### config.mk
export PLATFORM = sky130hd
export DESIGN_NAME = chip_test_ctrl_flat
export DESIGN_NICKNAME = d
export VERILOG_FILES = /design/src/rtl/chip_test_ctrl_if.sv /design/src/rtl/chip_test_ctrl.sv /design/src/flat_wrapper.sv
export SDC_FILE = /design/constraint.sdc
export NUM_CORES = 1
export LEC_CHECK = 0
export CAP_MARGIN = 20
export CORE_MARGIN = 5
export CORE_UTILIZATION = 60
export CTS_CLUSTER_SIZE = 24
export DETAILED_ROUTE_END_ITERATION = 12
export PLACE_DENSITY = 0.85
export SYNTH_ARGS = -nofsm -noshare
export SYNTH_HDL_FRONTEND = slang
export SYNTH_SLANG_ARGS = --single-unit
### constraint.sdc
create_clock -name Clk -period 3.6 [get_ports Clk]
set_input_delay 0.72 -clock Clk [delete_from_list [all_inputs] [get_ports Clk]]
set_output_delay 0.72 -clock Clk [all_outputs]
set_load 0.005 [all_outputs]
### src/rtl/chip_test_ctrl_if.sv
// Operator and tester handshake bundle for the chip test controller.
// master = controller side, slave = operator panel / chip tester side.
interface chip_test_ctrl_if;
    logic       Start;
    logic       Done;
    logic       RSLT;
    logic       Run;
    logic       DISP_RSLT;
    logic       Busy;
    logic       Pass;
    logic       Fail;
    logic       Timeout;
    logic [7:0] PassCnt;
    logic [7:0] FailCnt;

    modport master (
        input  Start, Done, RSLT,
        output Run, DISP_RSLT, Busy, Pass, Fail, Timeout, PassCnt, FailCnt
    );

    modport slave (
        output Start, Done, RSLT,
        input  Run, DISP_RSLT, Busy, Pass, Fail, Timeout, PassCnt, FailCnt
    );
endinterface

### src/rtl/chip_test_ctrl.sv
// Chip test sequencer: launches one test per Start edge, qualifies Done,
// latches the verdict, acknowledges the tester and keeps saturating tallies.
module chip_test_ctrl #(
    parameter int TIMEOUT = 4096,
    parameter int ACK_MAX = 15
) (
    input  logic              Clk,
    input  logic              Reset,
    chip_test_ctrl_if.master  bus
);
    localparam int WAIT_W = $clog2(TIMEOUT + 1);
    localparam int ACK_W  = $clog2(ACK_MAX + 1);
    localparam logic [WAIT_W-1:0] WAIT_LAST = WAIT_W'(TIMEOUT - 1);
    localparam logic [ACK_W-1:0]  ACK_LAST  = ACK_W'(ACK_MAX - 1);

    typedef enum logic [2:0] {
        S_IDLE    = 3'd0,
        S_LAUNCH  = 3'd1,
        S_WAIT    = 3'd2,
        S_CONFIRM = 3'd3,
        S_ACK     = 3'd4,
        S_SHOW    = 3'd5
    } state_t;

    state_t            state_r;
    logic [WAIT_W-1:0] wait_cnt_r;
    logic [WAIT_W-1:0] wait_nxt_s;
    logic [ACK_W-1:0]  ack_cnt_r;
    logic              start_d_r;
    logic              armed_r;
    logic              start_edge_s;
    logic              pass_r;
    logic              fail_r;
    logic              tmo_r;
    logic [7:0]        pass_cnt_r;
    logic [7:0]        fail_cnt_r;

    function automatic logic [7:0] sat_inc(input logic [7:0] v);
        if (v == 8'hFF) begin
            sat_inc = 8'hFF;
        end else begin
            sat_inc = v + 8'd1;
        end
    endfunction

    // armed_r blocks a Start level that was already high when reset released
    assign start_edge_s = bus.Start & ~start_d_r & armed_r;
    assign wait_nxt_s   = wait_cnt_r + WAIT_W'(1);

    // Main sequencer: state, counters, verdict latches and tallies
    always_ff @(posedge Clk or posedge Reset) begin
        if (Reset) begin
            state_r    <= S_IDLE;
            wait_cnt_r <= '0;
            ack_cnt_r  <= '0;
            start_d_r  <= 1'b0;
            armed_r    <= 1'b0;
            pass_r     <= 1'b0;
            fail_r     <= 1'b0;
            tmo_r      <= 1'b0;
            pass_cnt_r <= 8'd0;
            fail_cnt_r <= 8'd0;
        end else begin
            start_d_r <= bus.Start;
            armed_r   <= armed_r | ~bus.Start;
            case (state_r)
                S_IDLE, S_SHOW: begin
                    if (start_edge_s) begin
                        state_r <= S_LAUNCH;
                        pass_r  <= 1'b0;
                        fail_r  <= 1'b0;
                        tmo_r   <= 1'b0;
                    end
                end
                S_LAUNCH: begin
                    state_r    <= S_WAIT;
                    wait_cnt_r <= '0;
                end
                S_WAIT: begin
                    if (bus.Done) begin
                        state_r <= S_CONFIRM;
                    end else begin
                        wait_cnt_r <= wait_nxt_s;
                        if (wait_nxt_s == WAIT_LAST) begin
                            state_r    <= S_SHOW;
                            tmo_r      <= 1'b1;
                            fail_cnt_r <= sat_inc(fail_cnt_r);
                        end
                    end
                end
                S_CONFIRM: begin
                    // Done must persist two samples; a single-cycle blip resumes waiting
                    if (bus.Done) begin
                        pass_r    <= bus.RSLT;
                        fail_r    <= ~bus.RSLT;
                        ack_cnt_r <= '0;
                        state_r   <= S_ACK;
                        if (bus.RSLT) begin
                            pass_cnt_r <= sat_inc(pass_cnt_r);
                        end else begin
                            fail_cnt_r <= sat_inc(fail_cnt_r);
                        end
                    end else begin
                        state_r <= S_WAIT;
                    end
                end
                S_ACK: begin
                    if (!bus.Done) begin
                        state_r <= S_SHOW;
                    end else if (ack_cnt_r == ACK_LAST) begin
                        state_r <= S_SHOW;
                        tmo_r   <= 1'b1;
                    end else begin
                        ack_cnt_r <= ack_cnt_r + ACK_W'(1);
                    end
                end
                default: begin
                    state_r <= S_IDLE;
                end
            endcase
        end
    end

    assign bus.Run       = (state_r == S_LAUNCH);
    assign bus.DISP_RSLT = (state_r == S_ACK);
    assign bus.Busy      = (state_r == S_LAUNCH) || (state_r == S_WAIT) ||
                           (state_r == S_CONFIRM) || (state_r == S_ACK);
    assign bus.Pass      = pass_r;
    assign bus.Fail      = fail_r;
    assign bus.Timeout   = tmo_r;
    assign bus.PassCnt   = pass_cnt_r;
    assign bus.FailCnt   = fail_cnt_r;
endmodule

### src/flat_wrapper.sv
// flat-port wrapper written by rule: the top's interface ports become plain ports
module chip_test_ctrl_flat 
#(
    parameter int TIMEOUT = 4096,
    parameter int ACK_MAX = 15
)
  (Clk, Reset, bus_Start, bus_Done, bus_RSLT, bus_Run, bus_DISP_RSLT, bus_Busy, bus_Pass, bus_Fail, bus_Timeout, bus_PassCnt, bus_FailCnt);
  chip_test_ctrl_if bus_i ();
  input  logic Clk;
  input  logic Reset;
  input wire logic [$bits(bus_i.Start)-1:0] bus_Start;
  input wire logic [$bits(bus_i.Done)-1:0] bus_Done;
  input wire logic [$bits(bus_i.RSLT)-1:0] bus_RSLT;
  output wire logic [$bits(bus_i.Run)-1:0] bus_Run;
  output wire logic [$bits(bus_i.DISP_RSLT)-1:0] bus_DISP_RSLT;
  output wire logic [$bits(bus_i.Busy)-1:0] bus_Busy;
  output wire logic [$bits(bus_i.Pass)-1:0] bus_Pass;
  output wire logic [$bits(bus_i.Fail)-1:0] bus_Fail;
  output wire logic [$bits(bus_i.Timeout)-1:0] bus_Timeout;
  output wire logic [$bits(bus_i.PassCnt)-1:0] bus_PassCnt;
  output wire logic [$bits(bus_i.FailCnt)-1:0] bus_FailCnt;
  assign bus_i.Start = bus_Start;
  assign bus_i.Done = bus_Done;
  assign bus_i.RSLT = bus_RSLT;
  assign bus_Run = bus_i.Run;
  assign bus_DISP_RSLT = bus_i.DISP_RSLT;
  assign bus_Busy = bus_i.Busy;
  assign bus_Pass = bus_i.Pass;
  assign bus_Fail = bus_i.Fail;
  assign bus_Timeout = bus_i.Timeout;
  assign bus_PassCnt = bus_i.PassCnt;
  assign bus_FailCnt = bus_i.FailCnt;
  chip_test_ctrl #(.TIMEOUT(TIMEOUT), .ACK_MAX(ACK_MAX)) u_core (.Clk(Clk), .Reset(Reset), .bus(bus_i));
endmodule
# Yosys cells after proc, flatten, opt, wreduce, memory -nomap -nowiden
# Index checks and enable logic that the tools add are counted.
# totals
regBits	41
input_bits	5
output_inout_bits	22
elab_cells	86
# op_classes
addsub	4
eq_ne	19
muxes	30
n_bitwise	6
n_reduce_logical	17
# ops
cell	n
$mux 8	6
$pmux 13 s2	1
$mux 3	6
$add 8x1->8 const B	2
$eq 8x8->1 const B	2
$pmux 8 s2	1
$pmux 3 s5	1
$add 13x1->13 const B	1
$eq 13x12->1 const B	1
$mux 13	1
$mux 4	3
$ne 2x2->1 const B	5
$reduce_and 3->1	3
$pmux 4 s2	1
$reduce_bool 2->1	4
$mux 1	7
$eq 3x2->1 const B	2
$eq 3x3->1 const B	2
$ne 2x1->1 const B	3
$ne 3x2->1 const B	2
$reduce_and 6->1	1
$reduce_and 5->1	1
$add 4x1->4 const B	1
$eq 4x4->1 const B	1
other kinds (12)	18

# Longest topological paths before layout
# depth
depth_word	5
mapped_depth	11
depth_no_buf	9

# Least setup slack after synthesis
# OpenSTA, ideal clock, no wires.
# synth_timing
path_kind	reg2reg
startpoint	register u_core.wait_cnt_r[1]
endpoint	register u_core.fail_cnt_r[3], in the netlist u_core.bus.FailCnt[3]
setup_time_ps	127
arrival_time_ps	2371
required_ps	3473
path_slack_ps	1102
stages_incl_launch_ff	12
n_path_buf	3
period_less_slack_ps	2498
cell_sequence	dfrtp_1 -> ha_1 -> buf_2 -> and4_2 -> and2_1 -> clkbuf_1 -> o211ai_1 -> a211o_1 -> o21ai_2 -> buf_6 -> nand4_1 -> mux2_1
# synth_between
elab_chain_len	4
# synth_rtl
item	line_no	rtl
start: declaration	chip_test_ctrl.sv:26	logic [WAIT_W-1:0] wait_cnt_r;
start signal: assignment	chip_test_ctrl.sv:83	wait_cnt_r <= wait_nxt_s;
$add 13x1->13	chip_test_ctrl.sv:48	assign wait_nxt_s = wait_cnt_r + WAIT_W'(1);
$eq 13x12->1	chip_test_ctrl.sv:84	if (wait_nxt_s == WAIT_LAST) begin
$ne 2x1->1 (no line)	n/a	
$reduce_and 5->1 (no line)	n/a	
end signal: assignment	chip_test_ctrl.sv:87	fail_cnt_r <= sat_inc(fail_cnt_r);
end signal: assignment	chip_test_ctrl.sv:101	fail_cnt_r <= sat_inc(fail_cnt_r);
end: declaration	chip_test_ctrl.sv:36	logic [7:0] fail_cnt_r;
# Every way passes these cells.
# A chain may end at the register's enable or synchronous reset.

# Worst setup path in the final report
# layout_timing
startpoint	register u_core.wait_cnt_r[0]
endpoint	register u_core.fail_cnt_r[3], in the netlist u_core.bus.FailCnt[3]
# The elaborated chain is that of the path after synthesis.

==> flow_summary.yaml <==
die:
  die_h_um: 73.41
  die_w_um: 73.41
  dieArea_um2: 5388
  core_area_um2: 3943
  initial_core_util_pct: 61.19
  num_rows: 23
  io_pins: 27
synthesis:
  synth_ff_type: "dfrtp_1"
  synth_seq_cells: 41
  synthXorXnorAreaFrac_pct: 2.541
  syn-cell-area_um2: 2412
  synth-compound-area-share_pct: 18.98
  syn_inst: 271
  yosys_warnings: 0
  synth_largest_area_cell: "dfrtp_1"
  async_reset_ff_share_pct: 100.0
  synth_top_family_by_area: "simple AND/OR/NAND/NOR gates"
  synth_area_leaders: "dfrtp_1 43%, o21ai_0 5.0%, a21oi_1 4.6%"
  synth_edf_count: 0
  synthAdderAreaFrac_pct: 3.112
  syn_area_per_cell_um2: 8.902
  muxShareOfSynthArea_pct: 2.749
  syn_nets: 282
  yosys.area_share.simple_pct: 24.84
  seq_area_frac_synth_pct: 42.53
  ys_types: 49
  synthDominantCellAreaShare_pct: 42.53
clock_tree:
  htree_levels: 2
  hold_buffers: 0
  insertion_delay_ns: 0.30
  cts.sinks: 41
  cts_buffer_depth: 2
  ctsResizeCount: 0
  cts_tree: "done"
  clk_pin_slew_worst_paths_ns: 0.08
  cts_made_buffers: 5
  post_cts_buffers: 0
  root_buffer: "clkbuf_8"
timing:
  tns_ns: 0
  slew_violations: 0
  setup_slack_ns: 0.7906
  final-setup-viol-count: 0
  tightest_slew_ns: 0.6592
  maxSlewHeadroom_pct: 55.89
  rsz0062_at_grt: "no"
  finClkSkew_ns: 0.006717
  final-hold-violation-count: 0
  fmax_mhz: 356.0
  min_period_over_period_pct: 78.04
  layout_min_cycle_time_ns: 2.809
  holdWs_ns: 0.4806
finish:
  final_core_util_pct: 69.69
  drive_gt1_share_pct: 7.560
  final_common_cell: "dfrtp_1"
  n_antenna_cell: 0
  area_growth_pct: 13.90
  final_area_um2: 2748
  fin_nets: 301
  layout_common_cells: "41 x dfrtp_1, 28 x nand2_1, 26 x clkdlybuf4s50_1"
  final_cells: 341
setup_path:
  crit_family: "compound AO/OA/AOI/OAI gates"
  critPathSlowestCell: "dfrtp_1"
  critPathCaptureType: "register"
  crit_type: "reg -> reg"
  critPathRequiredTime_ns: 3.78
  arrival_ns: 2.99
  slowest_delay_ns: 0.46
  cp-start-kind: "register"
  path_max_fanout: 11
  crit_chain: "ha_1, and4_2, and2_1, o211ai_1, a211o_1, o21ai_2, nand4_1, mux2_1"
  crit_buf_inv: 0
power:
  ir_drop_uv: 456.9
  power.density_nw_per_um2: 566.3
  p_leak_nw: 1.194
  power_mw: 1.556
placement:
  dp_hpwl_um: 3343
  dp_cells: 333
  port-buffer-count: 26
  placed_cell_area_um2: 2661
  place_congestion: 0.8713
  post-place-ws_ns: 0.5791
drt:
  vias: 2060
  viasPerCell: 6.041
  drt_pass1_iterations: 5
  drc: 0
  wl_um: 4770
  wl_per_cell_um: 13.99
  drtIter0Drc: 259
  drt.antenna.violating_nets: 0
global_route:
  first_global_vias: 1860
  grt_pass1_wl_um: 8424
  grt_max_degree: 42
  antenna_found_initial: 0
  grt_usage_pct: 19.81
  grt-ovfl-total: 0
outcome:
  status: "finished, final reports clean"
hold_path:
  hold_path.class: "reg -> reg"
run:
  maxCapViolCount: 0
[sequential cells by signal, summed over array words and instances, names as in the netlist]
| register | flops |
|---|---|
| u_core.bus.Timeout | 1 |
| u_core.start_d_r | 1 |
| u_core.bus.Pass | 1 |
| u_core.bus.PassCnt | 8 |
| u_core.wait_cnt_r | 13 |
| u_core.bus.FailCnt | 8 |
| u_core.bus.Fail | 1 |
| u_core.ack_cnt_r | 4 |
| u_core.state_r | 3 |
| u_core.armed_r | 1 |
[power by group]
part / switching, mW / internal (mW) / total [mW]
registers: 0.164 / 0.547 / 0.711
clock network: 0.161 / 0.134 / 0.294
logic: 0.261 / 0.289 / 0.550
total: 0.586 / 0.970 / 1.56
[layer usage]
layer | GRT usage (%) | vias up | part of all wire [%]
met5 | 0 | - | 0
met4 | 7.243 | 0 | 1.4
met3 | 4.514 | 7 | 5.3
met2 | 30.78 | 51 | 48
met1 | 27.13 | 976 | 45
li1 | - | 1026 | -
[cells in the mapped netlist (3+ instances only)]
cell type and number:
a21oi_1 22, a31oi_1 4, and3_1 12, buf_6 4, clkbuf_1 10, dfrtp_1 41, ha_1 6, inv_1 8
mux2_1 5, nand2_1 28, nand2b_1 5, nand3_1 13, nand4_1 8, nor2_1 21, nor3_1 3, o21ai_0 24
o31ai_1 5, o41ai_1 3, or3_1 5, xnor2_1 4, xor2_1 3
[kinds of logic after synthesis]
family / Yosys count
xor gates and xnor gates: 7
DFF: 41
and+or+nand+nor: 112
AOI/OAI and AO/OA: 74
buffers and inverters: 25
adders and majority gates: 6
muxes: 6
[cell type report]
class                           count  area, um2
Fill cell                         303       1195
Clock buffer                        5      68.82
Tap cell                           50      62.56
Multi-Input combinational cell    205       1260
Inverter                            8      30.03
Sequential cell                    41       1026
Timing Repair Buffer               29      282.8
Clock inverter                      3      17.52
[worst paths after layout]
check | start | end | slack (ns) | depth (start not counted)
setup reg to reg | u_core.wait_cnt_r[0]$_DFFE_PP0P_ | u_core.bus.FailCnt[3]$_DFFE_PP0P_ | 0.79 | 8
min in group asynchronous | Reset | u_core.bus.FailCnt[4]$_DFFE_PP0P_ | 0.85 | 3
hold reg to reg | u_core.armed_r$_DFF_PP0_ | u_core.armed_r$_DFF_PP0_ | 0.48 | 1
setup / recovery | u_core.wait_cnt_r[0]$_DFFE_PP0P_ | u_core.bus.FailCnt[3]$_DFFE_PP0P_ | 0.79 | 8
max in group asynchronous | Reset | u_core.wait_cnt_r[8]$_DFFE_PP0P_ | 2.39 | 3
hold / removal | u_core.armed_r$_DFF_PP0_ | u_core.armed_r$_DFF_PP0_ | 0.48 | 1
No activity file was read; power rests on OpenSTA's default activity.
